File: src/rtl/rr_arb_pkg.sv
// Shared types and sizes for the 8-way round-robin arbiter.
//   arb_state_e : arbiter FSM state (IDLE -> GRANT -> GAP -> IDLE)
//   N_REQ       : number of requesters
//   IDX_W       : width of an encoded requester index
package rr_arb_pkg;

  localparam int unsigned N_REQ = 8;
  localparam int unsigned IDX_W = 3;

  typedef enum logic [1:0] {
    IDLE  = 2'd0,
    GRANT = 2'd1,
    GAP   = 2'd2
  } arb_state_e;

endpackage

File: src/rtl/rr_arb_8_enc.sv
// ENC_8_3: 8-to-3 one-hot encoder.
//   dat_in  : one-hot input vector
//   dat_out : index of the set bit (OR of indices of all set bits when not one-hot)
//   err     : 1 when dat_in is not exactly one-hot (zero or multiple bits set)
module ENC_8_3
  import rr_arb_pkg::*;
(
  input  logic [N_REQ-1:0] dat_in,
  output logic [IDX_W-1:0] dat_out,
  output logic             err
);

  logic [IDX_W:0] ones;

  always_comb begin
    dat_out = '0;
    ones    = '0;
    for (int unsigned i = 0; i < N_REQ; i++) begin
      if (dat_in[i]) begin
        dat_out = dat_out | IDX_W'(i);
      end
      ones = ones + (IDX_W + 1)'(dat_in[i]);
    end
    err = (ones != (IDX_W + 1)'(1));
  end

endmodule

File: src/rtl/rr_arb_8.sv
// rr_arb_8: round-robin arbiter sharing one resource among 8 requesters.
//   clk     : clock, all state updates on posedge
//   rst_n   : asynchronous active-low reset
//   req     : level-sensitive request vector, bit i = requester i
//   done    : owner releases the resource (sampled only in GRANT)
//   gnt     : registered one-hot grant, zero when no owner
//   gnt_idx : encoded index of gnt, 0 when gnt_vld = 0
//   gnt_vld : 1 while in GRANT
//   timeout : one-cycle pulse in the first GAP cycle after a forced release
//   err     : encoder error gated by gnt_vld (non-one-hot grant)
module rr_arb_8
  import rr_arb_pkg::*;
#(
  parameter int unsigned HOLD_MAX = 15,
  parameter int unsigned CNT_W    = 8
) (
  input  logic             clk,
  input  logic             rst_n,
  input  logic [N_REQ-1:0] req,
  input  logic             done,
  output logic [N_REQ-1:0] gnt,
  output logic [IDX_W-1:0] gnt_idx,
  output logic             gnt_vld,
  output logic             timeout,
  output logic             err
);

  localparam logic [CNT_W-1:0] CntLast = CNT_W'(HOLD_MAX - 1);

  arb_state_e       state_q;
  logic [N_REQ-1:0] gnt_q;
  logic [CNT_W-1:0] cnt_q;
  logic [IDX_W-1:0] ptr_q;
  logic             timeout_q;

  logic [IDX_W-1:0] sel;
  logic             owner_req;
  logic             at_limit;
  logic             release_now;
  logic [IDX_W-1:0] gnt_idx_raw;
  logic             enc_err;

  // Rotate so requester ptr+1 lands at bit 0, take the lowest set bit, rotate the
  // index back. Requester ptr therefore ends up with the lowest priority.
  function automatic logic [IDX_W-1:0] rr_pick(input logic [N_REQ-1:0] r,
                                               input logic [IDX_W-1:0] p);
    logic [2*N_REQ-1:0] dbl;
    logic [N_REQ-1:0]   rot;
    logic               found;
    logic [IDX_W-1:0]   pick;
    dbl   = {r, r} >> ((IDX_W + 1)'(p) + (IDX_W + 1)'(1));
    rot   = dbl[N_REQ-1:0];
    found = 1'b0;
    pick  = p;
    for (int unsigned j = 0; j < N_REQ; j++) begin
      if (!found && rot[j]) begin
        found = 1'b1;
        pick  = p + IDX_W'(1) + IDX_W'(j);
      end
    end
    return pick;
  endfunction

  always_comb begin
    sel         = rr_pick(req, ptr_q);
    owner_req   = |(req & gnt_q);
    at_limit    = (cnt_q == CntLast);
    release_now = done || !owner_req || at_limit;
  end

  always_ff @(posedge clk or negedge rst_n) begin
    if (!rst_n) begin
      state_q   <= IDLE;
      gnt_q     <= '0;
      cnt_q     <= '0;
      ptr_q     <= IDX_W'(N_REQ - 1);
      timeout_q <= 1'b0;
    end else begin
      timeout_q <= 1'b0;
      unique case (state_q)
        IDLE: begin
          if (|req) begin
            gnt_q   <= N_REQ'(1) << sel;
            cnt_q   <= '0;
            ptr_q   <= sel;
            state_q <= GRANT;
          end
        end
        GRANT: begin
          if (release_now) begin
            gnt_q     <= '0;
            state_q   <= GAP;
            // Only a release caused purely by the hold limit counts as a timeout.
            timeout_q <= at_limit && !done && owner_req;
          end
          if (cnt_q != '1) begin
            cnt_q <= cnt_q + CNT_W'(1);
          end
        end
        GAP: begin
          gnt_q   <= '0;
          state_q <= IDLE;
        end
        default: begin
          gnt_q   <= '0;
          state_q <= IDLE;
        end
      endcase
    end
  end

  ENC_8_3 u_enc (
    .dat_in  (gnt_q),
    .dat_out (gnt_idx_raw),
    .err     (enc_err)
  );

  always_comb begin
    gnt     = gnt_q;
    gnt_vld = (state_q == GRANT);
    gnt_idx = gnt_vld ? gnt_idx_raw : '0;
    err     = enc_err && gnt_vld;
    timeout = timeout_q;
  end

endmodule

File: config.mk
export PLATFORM = sky130hd
export DESIGN_NAME = rr_arb_8
export DESIGN_NICKNAME = d
export VERILOG_FILES = /design/src/rtl/rr_arb_pkg.sv /design/src/rtl/rr_arb_8_enc.sv /design/src/rtl/rr_arb_8.sv
export SDC_FILE = /design/constraint.sdc
export NUM_CORES = 1
export LEC_CHECK = 0
export ABC_AREA = 1
export BUFFER_PORTS_ARGS = -buffer_cell sky130_fd_sc_hd__buf_4
export CAP_MARGIN = 20
export CORE_ASPECT_RATIO = 1.2
export CORE_MARGIN = 5
export CORE_UTILIZATION = 25
export DETAILED_ROUTE_END_ITERATION = 8
export SYNTH_ARGS = -nofsm -noshare
export SYNTH_HDL_FRONTEND = slang
export SYNTH_SLANG_ARGS = --single-unit
export TNS_END_PERCENT = 50
File: constraint.sdc
create_clock -name clk -period 5 [get_ports clk]
set_clock_uncertainty 0.05 [all_clocks]
set_input_delay 0.75 -clock clk [delete_from_list [all_inputs] [get_ports clk]]
set_output_delay 0.75 -clock clk [all_outputs]
set_load 0.1 [all_outputs]
==> metrics.csv <==
stage,metric,value,unit
synthesis,complex-gate fraction of the synthesized area,0.1113,
synthesis,synth warn,0,
detailed_routing,WL per Instance,12.62,um
cells_and_area,Final #Nets,352,
detailed_routing,DRC Markers,0,
sta,hold slack final,0.3161,ns
critical_path,ordered list of cells on the worst path,ha_1 -> inv_1 -> fa_1 -> fa_1 -> fa_1 -> fa_1 -> o211a_1 -> a21oi_2 -> buf_4,
floorplan,chip width,92.12,um
critical_path,reg2reg end,gnt[6]$_DFFE_PN0P_,
power,leakage,1.173,nW
critical_path,CP max stage delay,0.49,ns
cells_and_area,fill count,887,
power,Power Total,1.693,mW
synthesis,leading area contributor after synthesis,dfrtp_1,
synthesis,top-area cell type share of the netlist area,0.2350,
clocking,Worst-Skew Late Latency,0.26,ns
synthesis,post-synth net total,327,
place,DP Wirelength,4357,um
critical_path,"critical path fanouts, max",5,
floorplan,Std-Cell Rows,36,
synthesis,ys flop type,dfrtp_1,
cells_and_area,Register Area,554.3,sq um
synthesis,Mapped Cells,305,
floorplan,IO Count,25,
clocking,clk sinks,22,
floorplan,chip height,108.5,um
critical_path,Worst Path Buf+Inv,2,
critical_path,Crit Path Class,flop to output port,
sta,"Setup violations, final",0,
clocking,"CTS clk-pin slew, worst paths",0.08,ns
cells_and_area,layout cell share with drive strength beyond 1,0.1520,
power,Power Density,716.1,mW/mm^2
synthesis,main area contributors after synthesis,"dfrtp_1 (24%), nand2_1 (17%), nand3_1 (9.6%)",
critical_path,r2r setup slk,2.33,ns
place,Final Wtd Congestion,0.8893,
global_route,first-pass GRT wire length,9480,um
global_route,vias in the first global route,1986,
synthesis,fraction of the mapped netlist area in simple logic gates,0.4069,
sta,RSZ-0062 raised after global routing,false,
sta,Slew Limit Fails,0,
clocking,Hold Buf Count CTS,0,
floorplan,Core ar.,0.008018,sq mm
global_route,gr ovfl total,0,
synthesis,number of synthesized flops with an enable pin,0,
cells_and_area,final core utilization,0.2948,
floorplan,Initial Util,0.2523,
detailed_routing,drt first pass iters,4,
clocking,CTS HTree Levels,1,
synthesis,Synth async-reset ratio,1.000,
cells_and_area,Area growth syn-to-layout,16.82,%
detailed_routing,Total Wirelength,5352,um
sta,endpoints failing hold,0,
detailed_routing,Via Count,1996,
detailed_routing,vias per inst,4.708,
cells_and_area,footprint of the multi-input gates,0.001264,sq mm
critical_path,Worst path top cell family by delay,adder cells,
critical_path,WP data arrival,3.43,ns
power,Max VDD drop,0.4391,mV
cells_and_area,Antenna diodes,0,
critical_path,worst r2r src,ptr_q[0]$_DFFE_PN1P_,
critical_path,worst path required time,4.20,ns
floorplan,die area,0.009999,sq mm
critical_path,most frequent CP cell,fa_1,
detailed_routing,Final ANT Viol Nets,0,
global_route,GRT Total Usage,0.1148,
sta,FMAX,236.2,MHz
clocking,CTS buffer count,3,
cells_and_area,most frequent cells in the layout,"nand2_1 (92), inv_1 (45), nand3_1 (39)",
cells_and_area,"most common cell after layout, fill and taps aside",nand2_1,
synthesis,count of cell types in the netlist,38,
detailed_routing,drt first-iter violations,124,
critical_path,critical path's slowest cell,fa_1,
global_route,initial antenna violation count,0,
sta,Final TNS setup,0,ns
sta,Worst slew margin,0.6882,
critical_path,critical path capture point type,output port,
global_route,maximum number of pins on one net before global-route repair,23,
clocking,maximum root-to-sink buffer count,2,
synthesis,Mean Syn Cell Area,6.633,sq um
synthesis,#FFs+latches synth,22,
clocking,CTS Root Cell,clkbuf_8,
sta,Worst-Margin Slew,0.4646,ns
clocking,post_cts resized,0,
status,status,"finished, final reports clean",
job,max cap viols,0,
critical_path,Startpoint Class,flop,
clocking,CTS tree,yes,
critical_path,R2R cell count,14,
clocking,post-CTS setup buffer count,0,
synthesis,Post-Synth XOR/XNOR Area,0.02165,
synthesis,mux share of post-synthesis cell area,0,
synthesis,Post-Synth Adder-Cell Area,0.08287,
min_path,worst hold path type,primary input to async pin,
synthesis,"Seq/Total Area, Yosys",0.2740,
place,Port Buffers,24,
synthesis,Synth Cell Area,0.002023,sq mm
synthesis,largest family of logic cells by synthesized area,simple AND/OR/NAND/NOR gates,
sta,crit path time final,4.234,ns
sta,Tcrit/Tclk final,0.8469,
-- Yosys cell counts (2+ instances only) --
cell type	number
and3_1	2
buf_2	2
nand4_1	5
dfstp_2	3
clkbuf_1	2
nor2_1	18
ha_1	7
o22ai_1	2
nand3_1	39
o21ai_1	9
xnor2_1	3
nor4_1	3
nand2_2	3
nor2_2	2
dfrtp_1	19
nand3_2	2
o21ai_0	7
inv_2	6
o21bai_1	4
fa_1	4
nor3_1	4
a21oi_1	6
xor2_1	2
inv_1	45
a31oi_1	2
nand2_1	92
-- where the power goes --
group,leakage [nW],internal [mW],switching (mW),total (mW)
combinational,0.854,0.358,0.911,1.27
sequential,0.290,0.230,0.0673,0.297
clock,0.0288,0.0701,0.0574,0.128
total,1.17,0.657,1.04,1.69
-- routing by layer --
layer  up-vias  routed length [um]  GRT usage
li1       1038                   -          -
met1       920                2543     0.1545
met2        28                2590     0.1962
met3        10                 106   0.009047
met4         0                 110    0.03503
met5         -                   0          0
-- layout make-up --
cell class                 count  area share
sequential                    22      0.2345
inverter                      51     0.08100
multi-input combinational    228      0.5347
clock buffer                   4     0.02329
tap                           95     0.05029
timing repair buffer          24     0.07623
-- per-stage QoR --
step | worst slack [ns] | instances | instance area [sq um]
final | 0.7657 | 424 | 2364
after global routing | 0.6105 | 424 | 2364
after CTS | 0.7609 | 424 | 2364
after detailed placement | 1.046 | 420 | 2308
after global placement | 1.098 | 420 | 2308
after floorplan | 0.08248 | 305 | 2027
-- kinds of logic after synthesis --
kind of cell             Yosys count
XOR/XNOR                           5
AND/OR/NAND/NOR                  175
AO/OA/AOI/OAI                     37
buffers and inverters             55
adder cells (fa/ha/maj)           11
flip-flops                        22
-- worst max path at each step --
stage	startpoint	to	slack (ns)	depth (start not counted)
finish	gnt[1]$_DFFE_PN0P_	err	0.77	9
CTS	gnt[1]$_DFFE_PN0P_	err	0.76	9
global route	gnt[1]$_DFFE_PN0P_	err	0.61	9
detailed placement	gnt[1]$_DFFE_PN0P_	err	1.05	9
global placement	gnt[1]$_DFFE_PN0P_	err	1.10	9
floorplan	gnt[1]$_DFFE_PN0P_	err	0.08	8
-- sequential cells by signal (all words and copies together) (netlist names) --
signal and count:
cnt_q 8, gnt 8, ptr_q 3, state_q 2, timeout 1
No activity file was read; power rests on OpenSTA's default activity.
